**config.mk**
```make
export PLATFORM = sky130hd
export DESIGN_NAME = xillybus_read_arbiter
export DESIGN_NICKNAME = d
export VERILOG_FILES = /design/src/rtl/xillybus_arb_pkg.sv /design/src/rtl/xillybus_read_arbiter_rr.sv /design/src/rtl/xillybus_read_arbiter.sv
export SDC_FILE = /design/constraint.sdc
export NUM_CORES = 1
export LEC_CHECK = 0
export CAP_MARGIN = 20
export CORE_ASPECT_RATIO = 1.2
export CORE_MARGIN = 5
export CORE_UTILIZATION = 47
export DETAILED_ROUTE_END_ITERATION = 16
export PLACE_DENSITY = 0.78
export SLEW_MARGIN = 15
export SYNTH_ARGS = -nofsm -noshare
export SYNTH_HDL_FRONTEND = slang
export SYNTH_SLANG_ARGS = --single-unit
```
**constraint.sdc**
```tcl
create_clock -name bus_clk -period 3.4 [get_ports bus_clk]
set_clock_uncertainty 0.2 [all_clocks]
set_input_delay 0.34 -clock bus_clk [delete_from_list [all_inputs] [get_ports bus_clk]]
set_output_delay 0.34 -clock bus_clk [all_outputs]
set_load 0.03 [all_outputs]
```
**src/rtl/xillybus_arb_pkg.sv**
```systemverilog
// Shared constants, frame-word layout and state encoding for the host-read arbiter.
package xillybus_arb_pkg;

    localparam int IDX_W = 4;

    localparam logic [7:0]  HDR_MAGIC = 8'hA5;
    localparam logic [7:0]  TRL_MAGIC = 8'h5A;
    localparam logic [15:0] CNT_MAX   = 16'hFFFF;

    localparam int MAGIC_LSB = 24;
    localparam int SRC_LSB   = 20;
    localparam int SEQ_LSB   = 12;
    localparam int CNT_LSB   = 0;

    typedef enum logic [2:0] {
        IDLE,
        HDR,
        DATA,
        TRL,
        DRAIN
    } arb_state_e;

    function automatic logic [31:0] hdr_word(input logic [IDX_W-1:0] src, input logic [7:0] seq);
        return (32'(HDR_MAGIC) << MAGIC_LSB) | (32'(src) << SRC_LSB) | (32'(seq) << SEQ_LSB);
    endfunction

    function automatic logic [31:0] trl_word(input logic [IDX_W-1:0] src, input logic [15:0] cnt);
        return (32'(TRL_MAGIC) << MAGIC_LSB) | (32'(src) << SRC_LSB) | (32'(cnt) << CNT_LSB);
    endfunction

endpackage

```
**src/rtl/xillybus_read_arbiter_rr.sv**
```systemverilog
// Combinational round-robin pick: first requester strictly after ptr, wrapping.
module rr_arbiter
    import xillybus_arb_pkg::*;
#(
    parameter int NUM_SRC = 4
) (
    input  logic [NUM_SRC-1:0] req,
    input  logic [IDX_W-1:0]   ptr,
    output logic [NUM_SRC-1:0] gnt,
    output logic [IDX_W-1:0]   idx,
    output logic               any
);

    // Walk candidates farthest-first so the nearest requester is the last to overwrite idx.
    always_comb begin
        idx = '0;
        for (int k = NUM_SRC; k >= 1; k--) begin
            for (int i = 0; i < NUM_SRC; i++) begin
                if (req[i] && (i == ((int'(ptr) + k) % NUM_SRC))) begin
                    idx = IDX_W'(i);
                end
            end
        end
        any = |req;
        gnt = any ? (NUM_SRC'(1) << idx) : '0;
    end

endmodule

```
**src/rtl/xillybus_read_arbiter.sv**
```systemverilog
// Packet-granular round-robin merge of NUM_SRC producers into the host-read FIFO,
// framing each packet with header/trailer words and discarding data while the stream is closed.
module xillybus_read_arbiter
    import xillybus_arb_pkg::*;
#(
    parameter int NUM_SRC = 4,
    parameter int SEQ_W   = 8
) (
    input  logic                  bus_clk,
    input  logic                  bus_rst,
    input  logic [NUM_SRC-1:0]    src_valid,
    input  logic [32*NUM_SRC-1:0] src_data,
    input  logic [NUM_SRC-1:0]    src_last,
    output logic [NUM_SRC-1:0]    src_ready,
    input  logic                  stream_open,
    input  logic                  fifo_full,
    output logic                  fifo_wr_en,
    output logic [31:0]           fifo_din,
    output logic                  busy,
    output logic [15:0]           dropped_pkts
);

    arb_state_e          state_q, state_d;
    logic [NUM_SRC-1:0]  goh_q, goh_d;
    logic [IDX_W-1:0]    grant_q, grant_d;
    logic [IDX_W-1:0]    ptr_q, ptr_d;
    logic [SEQ_W-1:0]    seq_q [NUM_SRC];
    logic [SEQ_W-1:0]    seq_d [NUM_SRC];
    logic [15:0]         cnt_q, cnt_d;
    logic [15:0]         dropped_q, dropped_d;
    logic                wr_q, wr_d;
    logic [31:0]         din_q, din_d;

    logic [NUM_SRC-1:0]  arb_gnt;
    logic [IDX_W-1:0]    arb_idx;
    logic                arb_any;
    logic                sel_valid, sel_last, ready_en, accept;
    logic [31:0]         sel_data;
    logic [SEQ_W-1:0]    sel_seq;

    rr_arbiter #(.NUM_SRC(NUM_SRC)) u_rr (
        .req (src_valid),
        .ptr (ptr_q),
        .gnt (arb_gnt),
        .idx (arb_idx),
        .any (arb_any)
    );

    always_comb begin
        sel_valid = 1'b0;
        sel_last  = 1'b0;
        sel_data  = '0;
        sel_seq   = '0;
        for (int i = 0; i < NUM_SRC; i++) begin
            if (goh_q[i]) begin
                sel_valid = src_valid[i];
                sel_last  = src_last[i];
                sel_data  = src_data[32*i +: 32];
                sel_seq   = seq_q[i];
            end
        end
    end

    // DRAIN ignores fifo_full because nothing is written while draining.
    assign ready_en  = ((state_q == DATA) && stream_open && !fifo_full) || (state_q == DRAIN);
    assign src_ready = ready_en ? goh_q : '0;
    assign accept    = ready_en && sel_valid;

    always_comb begin
        state_d   = state_q;
        goh_d     = goh_q;
        grant_d   = grant_q;
        ptr_d     = ptr_q;
        seq_d     = seq_q;
        cnt_d     = cnt_q;
        dropped_d = dropped_q;
        wr_d      = 1'b0;
        din_d     = din_q;
        unique case (state_q)
            IDLE: begin
                if (stream_open && arb_any) begin
                    goh_d   = arb_gnt;
                    grant_d = arb_idx;
                    state_d = HDR;
                end
            end
            HDR: begin
                if (!stream_open) begin
                    state_d = DRAIN;
                end else if (!fifo_full) begin
                    wr_d  = 1'b1;
                    din_d = hdr_word(grant_q, 8'(sel_seq));
                    for (int i = 0; i < NUM_SRC; i++) begin
                        if (goh_q[i]) seq_d[i] = seq_q[i] + SEQ_W'(1);
                    end
                    cnt_d   = '0;
                    state_d = DATA;
                end
            end
            DATA: begin
                if (!stream_open) begin
                    state_d = DRAIN;
                end else if (accept) begin
                    wr_d  = 1'b1;
                    din_d = sel_data;
                    cnt_d = (cnt_q == CNT_MAX) ? cnt_q : cnt_q + 16'd1;
                    if (sel_last) state_d = TRL;
                end
            end
            TRL: begin
                if (!fifo_full) begin
                    wr_d    = 1'b1;
                    din_d   = trl_word(grant_q, cnt_q);
                    ptr_d   = grant_q;
                    state_d = IDLE;
                end
            end
            DRAIN: begin
                if (accept && sel_last) begin
                    dropped_d = (dropped_q == CNT_MAX) ? dropped_q : dropped_q + 16'd1;
                    ptr_d     = grant_q;
                    state_d   = IDLE;
                end
            end
            default: state_d = IDLE;
        endcase
    end

    always_ff @(posedge bus_clk) begin
        if (bus_rst) begin
            state_q   <= IDLE;
            goh_q     <= '0;
            grant_q   <= '0;
            ptr_q     <= IDX_W'(NUM_SRC - 1);
            for (int i = 0; i < NUM_SRC; i++) seq_q[i] <= '0;
            cnt_q     <= '0;
            dropped_q <= '0;
            wr_q      <= 1'b0;
            din_q     <= '0;
        end else begin
            state_q   <= state_d;
            goh_q     <= goh_d;
            grant_q   <= grant_d;
            ptr_q     <= ptr_d;
            seq_q     <= seq_d;
            cnt_q     <= cnt_d;
            dropped_q <= dropped_d;
            wr_q      <= wr_d;
            din_q     <= din_d;
        end
    end

    assign fifo_wr_en   = wr_q;
    assign fifo_din     = din_q;
    assign busy         = (state_q != IDLE);
    assign dropped_pkts = dropped_q;

endmodule

```
==> flow_summary.toml, run 1 <==
[run_status]
outcome = "finished clean"

[clock_tree]
cts_tree = "built"
cts_hold_buf = 0
htree_levels = 3
path_clk_slew_ns = 0.07
clockBufferDepth = 2
cts_root_buf = "clkbuf_16"
cts.sinks = 108
ctsResizeCount = 0
post_cts_buffers = 0
numCtsBuffers = 9
worstSkewPairLatency_ns = 0.34

[route]
firstDrtPassIters = 5
drcViolationCount = 0
drtAntennaViolNets = 0
wl_microns = 20400
route.vias.total = 6808
dr.first_iter.drc_count = 538
viasPerCell = 5.97
wire_per_inst_microns = 17.9

[yosys]
synth-simple-area-share = 0.240
yosys.area.top_type = "dfxtp_1"
synth_edf_count = 0
synthAdderAreaFrac = 0.0121
synth_seq_cells = 108
yosysUniqueCellTypes = 58
synth_compound_area_frac = 0.295
syn_inst = 806
synthArstFlopShare = 0
synth_xor_area_frac = 0.0396
ys_seq_area_frac = 0.349
syn-cell-area_sq_um = 6190
synthMuxAreaShare = 0.0113
synth_top_family_by_area = "compound AO/OA/AOI/OAI gates"
synth_area_per_cell_sq_um = 7.69
synth_top_cells_by_count = "dfxtp_1 (108), nor2_1 (89), nand2_1 (81)"
synth_top_area_frac = 0.349
synth.most_common_cell = "dfxtp_1"
yosys-top-cells-area = "dfxtp_1 (35%), nor2_1 (5.4%), a21oi_1 (5.3%)"
synth_nets = 952
synth_warnings = 0
ys.flop_type = "dfxtp_1"

[global_route]
antenna_found_initial = 0
grt_max_degree = 70
overflow = 0
globalRouteTotalUtil = 0.255
grt_pass1_wl_microns = 32400
grt_pass1_vias = 6492

[floorplanning]
ios = 194
core-area_sq_um = 13100
rows = 46
die-width_microns = 115
die-area_sq_um = 15600
initial_utilization = 0.474
die_y_microns = 136

[power_and_ir_drop]
swShare = 0.268
p_comb_frac = 0.193
p_int_uw = 2130
ir_worst_vdd_uv = 236
p_seq_frac = 0.452
switchingPower_uw = 782
p_per_area_nw_per_um2 = 340
leakage_uw = 0.00287
power_frac_clock = 0.354

[flow_run]
cap_violations = 0

[final_layout]
drive_above_1_share = 0.0576
final_nets = 1115
syn2layout_area_growth_pct = 38.5
insertedDiodeCount = 0

[placement]
hpwl_microns = 15000
globalplace.congestion = 0.864
io_buffers = 193

[setup_path]
worstPathMaxFanout = 13
cp.arrival_ns = 2.39
start_kind = "flip-flop"
cp.required_ns = 2.86
end_kind = "output port"
crit_type = "reg2out"

[timing]
timing.slew.headroom = 0.437
fmax_mhz = 342
fin_hold_ws_ns = 0.258
rsz0062_at_grt = "false"
worst_pin_slew_ns = 0.839
setup_viol = 0
timing.setup.tns_ns = 0
period_needed_ns = 2.93
drv_slew = 0
fin_crit_sh = 0.861
hold_viol = 0

[worst_hold_path]
min_path_type = "reg2reg"
==> placed cells by master, fill, tap and decap left out, drive strengths merged, types with 15 or more instances in the layout <==
cell type and n:
nand2 81, clkdlybuf4s50 192, o21ai 54, buf 26
and3 16, xnor2 16, nand3 24, dfxtp 108
nor3 15, a21oi 66, o31ai 28, a221oi 28
inv 16, nor2 89
==> critical path, cell delays in order (launching register included) <==
cell and delay (ns):
dfxtp_1 0.65, nand2b_1 0.22, a21oi_2 0.20, buf_4 0.17
and2_1 0.12, clkdlybuf4s50_1 0.68
==> logic make-up after synthesis <==
group / count (synthesis)
adders and majority gates: 6
AOI/OAI and AO/OA: 269
muxes: 7
DFF: 108
xor gates and xnor gates: 28
and+or+nand+nor: 304
buffers and inverters: 84
==> path summary, 6_finish.rpt <==
check                   start               to  slack, ns  depth (start not counted)
setup / recovery   state_q[2]     src_ready[1]       0.47                          5
hold / removal    fifo_din[9]      fifo_din[9]       0.26                          2
setup reg to reg   state_q[2]  dropped_pkts[7]       0.50                          7
hold reg to reg   fifo_din[9]      fifo_din[9]       0.26                          2
==> flip-flops by register name (all words and copies together), names as in the netlist <==
name	count
cnt_q	16
dropped_pkts	16
fifo_din	32
fifo_wr_en	1
goh_q	4
grant_q	2
ptr_q	2
seq_q	32
state_q	3
==> power by group through the flow <==
stage / clock network [uW] / logic, uW / registers (uW)
floorplan: 0 / 278 / 1340
global placement: 0 / 558 / 1350
detailed placement: 0 / 560 / 1350
CTS: 1050 / 564 / 1320
global route: 1100 / 614 / 1320
finish: 1030 / 564 / 1320
==> per-stage QoR <==
step	std cells	total power, uW	utilization	setup WS, ns	area, sq um
3_5_place_dp	1126	1910	0.635	0.292	8290
5_1_grt	1141	3030	0.657	0.276	8580
4_1_cts	1141	2930	0.657	0.472	8580
2_1_floorplan	806	1620	-	0.927	6190
3_3_place_gp	1126	1900	0.635	0.325	8290
6_report	1141	2920	0.657	0.472	8580
==> metal layers <==
layer,vias to the layer above,part of all wire,track usage
met4,0,0.018,0.0796
met2,243,0.49,0.450
met5,-,0,0
li1,3336,-,-
met1,3206,0.42,0.312
met3,23,0.073,0.0487
==> area by class of cell <==
cell class | instances | area, sq um
well taps | 168 | 210
clock inverters | 4 | 51.3
repair buffers | 218 | 2130
fillers | 1183 | 4480
inverters | 18 | 67.6
flip-flops and latches | 108 | 2170
multi-input cells | 614 | 3730
clock buffers | 11 | 233
No activity file was read; power rests on OpenSTA's default activity.
==> inputs of run 2 (changes only) <==
--- a/config.mk
+++ b/config.mk
@@ -10,7 +10,7 @@
 export CORE_MARGIN = 5
 export CORE_UTILIZATION = 47
 export DETAILED_ROUTE_END_ITERATION = 16
-export PLACE_DENSITY = 0.78
+export PLACE_DENSITY = 0.77
 export SLEW_MARGIN = 15
 export SYNTH_ARGS = -nofsm -noshare
 export SYNTH_HDL_FRONTEND = slang
==> run 2 against run 1 <==
Net effect:
- non-clock buffer count up 7
- fmax up 2.6%
- clock power is 12% higher
- hold slack got worse by 0.0041 ns
- global-route usage is 0.57 points higher
- wire length increased by 3.0%
- critical endpoint is now dropped_pkts[10]
- first-iteration DRC count is 26% lower
- sequential cell count unchanged
- count of clock-buffer cells in the layout fell by 1
- setup slack improved by 0.075 ns
==> flow_summary.toml, run 2 (synthesized netlist as in run 1, its figures left out) <==
[placement]
preCtsSetupSlack_ns = 0.256
hpwl_microns = 15200
globalplace.congestion = 0.909
io_buffers = 193

[route]
drcViolationCount = 0
dr.first_iter.drc_count = 398
viasPerCell = 6.03
wire_per_inst_microns = 18.3
wl_microns = 21000
met2WireLength_microns = 9990
wl_met3_microns = 1730
wl_met1_microns = 8800
drtAntennaViolNets = 0
firstDrtPassIters = 5
route.vias.total = 6931
topRoutingLayerUsed = "met4"

[worst_hold_path]
min_path_type = "in2reg"
holdPathStages = 2
worstHoldEndpoint = "seq_q[5]"
worstHoldStart = "bus_rst"

[final_layout]
insertedDiodeCount = 0
fill_cells = 1188
syn2layout_area_growth_pct = 40.1
final_nets = 1122
final_cell_mix = "clkdlybuf4s50_1 (192), dfxtp_1 (105), nor2_1 (89)"
drive_above_1_share = 0.0663
final_common_cell = "clkdlybuf4s50_1"

[floorplanning]
core-area_sq_um = 13100
initial_utilization = 0.474
die-area_sq_um = 15600
die_y_microns = 136
die-width_microns = 115
ios = 194
rows = 46

[clock_tree]
worstSkewPairLatency_ns = 0.35
cts.sinks = 108
cts_hold_buf = 0
ctsResizeCount = 0
htree_levels = 3
clockBufferDepth = 2
post_cts_buffers = 0
numCtsBuffers = 9
cts_root_buf = "clkbuf_16"
cts_tree = "built"
path_clk_slew_ns = 0.08

[setup_path]
end_kind = "flip-flop"
critPathTopFamily = "simple AND/OR/NAND/NOR gates"
critPathBufInv = 2
cp_common_cell = "or4_1"
path_cells = "clkdlybuf4s50_1 > nand2_1 > o211ai_1 > nand3_2 > or4_1 > buf_4 > or4_1 > a21oi_1"
crit_type = "in2reg"
r2r-end = "dropped_pkts[10]"
path_depth = 8
slowest_stage = "clkdlybuf4s50_1"
r2r_slack_ns = 0.59
cp.required_ns = 3.48
worstSetupStartpoint = "src_valid[1]"
worstPathMaxFanout = 32
start_kind = "primary input"
ff2ff_path_depth = 7
cp.arrival_ns = 2.93
critPathMaxStageDelay_ns = 0.56
reg2reg_from = "state_q[1]"

[timing]
period_needed_ns = 2.85
rsz0062_at_grt = "false"
timing.setup.tns_ns = 0
fin_ws_ns = 0.547
drv_slew = 0
fin_crit_sh = 0.839
timing.slew.headroom = 0.519
setup_viol = 0
worst_pin_slew_ns = 0.715
hold_viol = 0
fmax_mhz = 350

[global_route]
grt_pass1_vias = 6391
globalRouteTotalUtil = 0.261
grt_pass1_wl_microns = 33000
overflow = 0
antenna_found_initial = 0
grt_max_degree = 49

[power_and_ir_drop]
p_per_area_nw_per_um2 = 351
ir_worst_vdd_uv = 243
leakage_uw = 0.00293

[flow_run]
cap_violations = 0

[run_status]
outcome = "finished clean"
==> run 2: power breakdown <==
part	internal (uW)	switching, uW	leakage, uW
sequential	1280	23.0	0.000873
combinational	288	301	0.00190
clock	666	484	0.000159
total	2240	808	0.00293
==> run 2: layout make-up <==
cell class / instances / area, sq um / area share
multi-input cells: 614 / 3730 / 0.430
repair buffers: 225 / 2180 / 0.251
inverters: 18 / 67.6 / 0.00779
clock buffers: 10 / 239 / 0.0275
well taps: 168 / 210 / 0.0242
clock inverters: 6 / 86.3 / 0.00995
flip-flops and latches: 108 / 2170 / 0.250
==> run 2: worst max-delay path by stage <==
stage                  endpoint  slack [ns]
4_1_cts        dropped_pkts[10]        0.56
2_1_floorplan  dropped_pkts[10]        0.93
5_1_grt                cnt_q[7]        0.41
6_report       dropped_pkts[10]        0.55
3_5_place_dp    dropped_pkts[7]        0.26
3_3_place_gp   dropped_pkts[15]        0.30
==> run 2: layer usage <==
| metal | vias up | global-route usage |
|---|---|---|
| li1 | 3356 | - |
| met1 | 3237 | 0.323 |
| met2 | 303 | 0.451 |
| met3 | 35 | 0.0550 |
| met4 | 0 | 0.0815 |
| met5 | - | 0 |
==> run 2: stage by stage <==
stage	area [sq um]	util	total power, uW	hold WS [ns]	instances
after floorplan	6190	-	1620	0.264	806
after global placement	8340	0.639	1920	0.245	1132
after detailed placement	8340	0.639	1920	0.253	1132
after CTS	8670	0.664	3050	0.254	1148
after global routing	8680	0.664	3150	0.267	1149
final	8680	0.664	3050	0.254	1149
==> run 2: worst reg2reg max path: stages (launching register included) <==
cell and delay, ns:
dfxtp_1 0.52, nand4bb_1 0.23, a21oi_2 0.23, nand3_2 0.14, or4_1 0.49, buf_4 0.24
or4_1 0.52, a21oi_1 0.17
